## src/rtl/pipe_stage_reg.sv

```systemverilog
// pipe_stage_reg: parametrised pipeline stage register with a valid/ready
// handshake, flush (branch taken) and freeze (hazard stall).
//
// Build option: define PIPE_STAGE_SKID_EN to add a second (skid) entry.
// This makes in_ready a registered signal, so backpressure from out_ready
// no longer ripples combinationally upstream. Without the macro the stage
// has a single entry, and in_ready depends on out_ready in the same cycle.
//
// Priority, highest first: rst, flush, freeze, normal transfer.
// out_data always shows the main entry, even while out_valid is low.
module pipe_stage_reg #(
  parameter int unsigned       DATA_W    = 64,
  parameter logic [DATA_W-1:0] FLUSH_VAL = {DATA_W{1'b0}}
) (
  input  logic              clk,
  input  logic              rst,
  input  logic              in_valid,
  output logic              in_ready,
  input  logic [DATA_W-1:0] in_data,
  output logic              out_valid,
  input  logic              out_ready,
  output logic [DATA_W-1:0] out_data,
  input  logic              flush,
  input  logic              freeze,
  output logic [1:0]        occupancy
);

  logic [DATA_W-1:0] m_q, m_d;
  logic              mv_q, mv_d;
  logic              in_fire;
  logic              out_fire;

  assign out_valid = mv_q & ~freeze;
  assign out_data  = m_q;
  assign in_fire   = in_valid & in_ready;
  assign out_fire  = out_valid & out_ready;

`ifdef PIPE_STAGE_SKID_EN

  logic [DATA_W-1:0] s_q, s_d;
  logic              sv_q, sv_d;

  // The skid entry being full is the only thing that stops acceptance,
  // so in_ready never looks at out_ready.
  assign in_ready  = ~sv_q & ~freeze;
  assign occupancy = {1'b0, mv_q} + {1'b0, sv_q};

  // Next-state: the skid entry refills main on a pop, otherwise new beats
  // land in main if it is empty and in skid if main is occupied.
  always_comb begin
    m_d  = m_q;
    mv_d = mv_q;
    s_d  = s_q;
    sv_d = sv_q;
    if (flush) begin
      m_d  = FLUSH_VAL;
      mv_d = 1'b0;
      sv_d = 1'b0;
    end else if (!freeze) begin
      if (out_fire) begin
        if (sv_q) begin
          m_d  = s_q;
          sv_d = 1'b0;
        end else if (in_fire) begin
          m_d = in_data;
        end else begin
          mv_d = 1'b0;
        end
      end else if (in_fire) begin
        if (!mv_q) begin
          m_d  = in_data;
          mv_d = 1'b1;
        end else begin
          s_d  = in_data;
          sv_d = 1'b1;
        end
      end
    end
  end

  // State register; reset clears both entries immediately.
  always_ff @(posedge clk or posedge rst) begin
    if (rst) begin
      m_q  <= FLUSH_VAL;
      mv_q <= 1'b0;
      s_q  <= FLUSH_VAL;
      sv_q <= 1'b0;
    end else begin
      m_q  <= m_d;
      mv_q <= mv_d;
      s_q  <= s_d;
      sv_q <= sv_d;
    end
  end

`else

  // Single entry: an occupied stage accepts only when its beat leaves this cycle.
  assign in_ready  = ~freeze & (~mv_q | out_ready);
  assign occupancy = {1'b0, mv_q};

  // Next-state: a new beat always overwrites main; a pop without refill empties it.
  always_comb begin
    m_d  = m_q;
    mv_d = mv_q;
    if (flush) begin
      m_d  = FLUSH_VAL;
      mv_d = 1'b0;
    end else if (!freeze) begin
      if (in_fire) begin
        m_d  = in_data;
        mv_d = 1'b1;
      end else if (out_fire) begin
        mv_d = 1'b0;
      end
    end
  end

  // State register; reset clears the entry immediately.
  always_ff @(posedge clk or posedge rst) begin
    if (rst) begin
      m_q  <= FLUSH_VAL;
      mv_q <= 1'b0;
    end else begin
      m_q  <= m_d;
      mv_q <= mv_d;
    end
  end

`endif

endmodule

```

## config.mk

```make
export PLATFORM = sky130hd
export DESIGN_NAME = pipe_stage_reg
export DESIGN_NICKNAME = d
export VERILOG_FILES = /design/src/rtl/pipe_stage_reg.sv
export SDC_FILE = /design/constraint.sdc
export NUM_CORES = 1
export LEC_CHECK = 0
export CORE_MARGIN = 1.5
export CORE_UTILIZATION = 40
export DETAILED_ROUTE_END_ITERATION = 8
export DONT_BUFFER_PORTS = 1
export PLACE_DENSITY_LB_ADDON = 0.1
export SLEW_MARGIN = 20
export SYNTH_ARGS = -nofsm -noshare
export SYNTH_HDL_FRONTEND = slang
export SYNTH_SLANG_ARGS = --single-unit
```

## constraint.sdc

```tcl
create_clock -name clk -period 3.7 [get_ports clk]
set_input_delay 0.74 -clock clk [delete_from_list [all_inputs] [get_ports clk]]
set_output_delay 0.74 -clock clk [all_outputs]
set_load 0.02 [all_outputs]
```

==> impl_metrics.yaml <==
status:
  status: "finished clean"
synth:
  yosysSeqAreaShare: 0.672
  synth-seq-cells: 65
  ys.warnings.count: 0
  syn-num-nets: 226
  number_of_cells_produced_by_synthesis: 156
  syn-cell-area_um2: 2420
  ys_types: 17
  avgSynthCellArea_um2: 15.5
clock_network:
  cts.reportedPaths.clkPinSlew_ns: 0.06
  cts_resized: 0
  cts_tree: "yes"
  cts_hold_buffers: 0
  clock-root-buffer: "clkbuf_8"
  clkLatencyLatePin_ns: 0.33
  postCtsSetupRepairBufs: 0
  cts-buffers-inserted: 9
  clockBufferDepth: 2
  clkSinkCount: 65
  cts-htree-levels: 3
worst_setup_path:
  ff2ff_path_depth: 4
  worst_ep_required_time_ns: 2.96
  setup.worst_path.start_class: "register"
  cp_cell_instances: "nor2b_4, nor2_1"
  launch_point_of_the_worst_reg_to_reg_path: "mv_q$_DFFE_PP0P_"
  cp.buffers_inverters: 0
  critical_path_class: "reg2out"
  crit_arrival_ns: 1.34
  cp_slowest_cell: "dfrtp_1"
  worst_setup_path_end_kind: "primary output"
  worst-path-max-fanout: 4
  rrSetupSlack_ns: 2.00
  crit_path_max_incr_delay_ns: 0.47
  worst_r2r_endpoint: "out_data[50]$_DFFE_PP0P_"
  critical_path.top_delay_family: "simple AND/OR/NAND/NOR gates"
detailed_routing:
  drtIter0Drc: 52
  post-route-drc-count: 0
  avgViaCountPerCell: 5.87
  finalWirelength_um: 4920
  avgRoutedWirePerCell_um: 21.2
  postRouteAntennaNets: 0
  num_vias: 1362
  drtPass1Iterations: 4
die:
  initial_core_util: 0.411
  die_height_um: 80.8
  design.core.area_um2: 5890
  placementRows: 28
  boundaryPins: 138
  area_of_the_die_um2: 6530
  fp.dieW_um: 80.8
timing:
  finalHoldViolCount: 0
  rsz_0062_raised_after_global_routing: "false"
  timing.slew.headroom: 0.436
  worst_pin_slew_ns: 0.845
  final_number_of_setup_violating_endpoints: 0
  finalMaxSlewViolations: 0
  fin_worst_skew_ns: 0.00724
  final_period_minus_worst_setup_slack_ns: 2.08
  fin_tns_setup_ns: 0
  post-route-period-util: 0.562
  final.setup.worst_slack_ns: 1.62
  max_freq_ghz: 0.481
final_layout:
  flow.area_growth_from_synthesis_pct: 6.56
  mostFrequentLayoutCells: "dfrtp_1, a22o_1, clkbuf_8"
  postLayoutCoreUtil: 0.438
  nNetsFinal: 223
  final.fill_count: 552
  total_area_of_multi_input_combinational_cells_um2: 638
  final_common_cell: "dfrtp_1"
  drive_above_1_share: 0.134
  regArea_um2: 1630
  antennaDiodeCount: 0
power:
  totalPowerFinal_mw: 1.47
  power.density_cell_area_nw_per_um2: 571
  worst_vdd_drop_uv: 216
  p_leak_nw: 1.26
global_route:
  global_route.overflow_total: 0
  grt_pass1_vias: 1546
  grt_pass1_wl_um: 7270
  number_of_antenna_violations_at_the_first_check_in_global_routing: 0
  grt_start_max_net_pins: 66
  gr-usage-all-layers: 0.154
place:
  placement.io_buffers: 0
  dpl.hpwl_um: 3260
  post-place-ws_ns: 1.43
  place.gp.congestion: 0.648
hold_path:
  min_path_type: "in2async"
flow_run:
  number_of_max_cap_violations: 0
power breakdown:
part / switching (mW) / leakage, nW / total [mW] / internal (mW)
Combinational: 0.0481 / 0.274 / 0.0776 / 0.0294
Sequential: 0.0684 / 0.884 / 0.813 / 0.744
Clock: 0.242 / 0.102 / 0.584 / 0.342
worst max-delay path by stage:
stage | startpoint | to | slack (ns) | cells past startpoint
global route | mv_q$_DFFE_PP0P_ | in_ready | 1.55 | 2
finish | mv_q$_DFFE_PP0P_ | in_ready | 1.62 | 2
detailed placement | out_ready | out_data[50]$_DFFE_PP0P_ | 1.43 | 3
global placement | out_ready | out_data[36]$_DFFE_PP0P_ | 1.56 | 3
floorplan | rst | mv_q$_DFFE_PP0P_ | 1.33 | 1
CTS | mv_q$_DFFE_PP0P_ | out_data[50]$_DFFE_PP0P_ | 1.56 | 3
sequential cells by signal, indices dropped and copies added (netlist names):
name      cells
out_data     64
mv_q          1
worst register-to-register path: stages, from the launching register on:
cell,delay (ns)
dfrtp_1,0.47
nor2b_4,0.19
nor4_4,0.12
buf_4,0.57
a22o_1,0.28
area by class of cell:
class,instances,share of cell area
clock inverter,3,0.0155
clock buffer,12,0.0601
inverter,3,0.00436
multi-input combinational,72,0.247
timing repair buffer,2,0.00582
tap,75,0.0364
sequential,65,0.630
per-stage QoR:
step	hold slack [ns]	std cells	cell area, µm²
3_5_place_dp	0.646	217	2380
2_1_floorplan	0.532	156	2420
6_report	0.463	232	2580
3_3_place_gp	0.645	217	2380
4_1_cts	0.489	232	2570
5_1_grt	0.515	232	2580
per-layer routing:
| layer | share of wire | vias to the layer above | track usage |
|---|---|---|---|
| met5 | 0 | - | 0 |
| met3 | 0.096 | 10 | 0.0674 |
| met4 | 0.023 | 0 | 0.0879 |
| li1 | - | 581 | - |
| met2 | 0.48 | 81 | 0.244 |
| met1 | 0.40 | 690 | 0.172 |
cell usage after synthesis, drive strengths merged:
| library cell | instances | area share |
|---|---|---|
| a22o | 64 | 0.23 |
| buf | 15 | 0.066 |
| clkbuf | 1 | 0.0015 |
| conb | 1 | 0.0015 |
| dfrtp | 65 | 0.67 |
| inv | 3 | 0.0047 |
| nand2 | 1 | 0.0015 |
| nor2 | 1 | 0.0015 |
| nor2b | 2 | 0.0083 |
| nor4 | 1 | 0.0052 |
| o21bai | 1 | 0.0031 |
| o31a | 1 | 0.0036 |
kinds of logic (layout without fill, tap and decap cells):
| group | count (synthesis) | after routing | share of synthesized area |
|---|---|---|---|
| AOI/OAI and AO/OA | 66 | 66 | 0.238 |
| buffers and inverters | 19 | 20 | 0.0718 |
| DFF | 65 | 65 | 0.672 |
| other | 1 | 1 | 0.00155 |
| and+or+nand+nor | 5 | 5 | 0.0165 |
(Power assumes the default switching activity.)
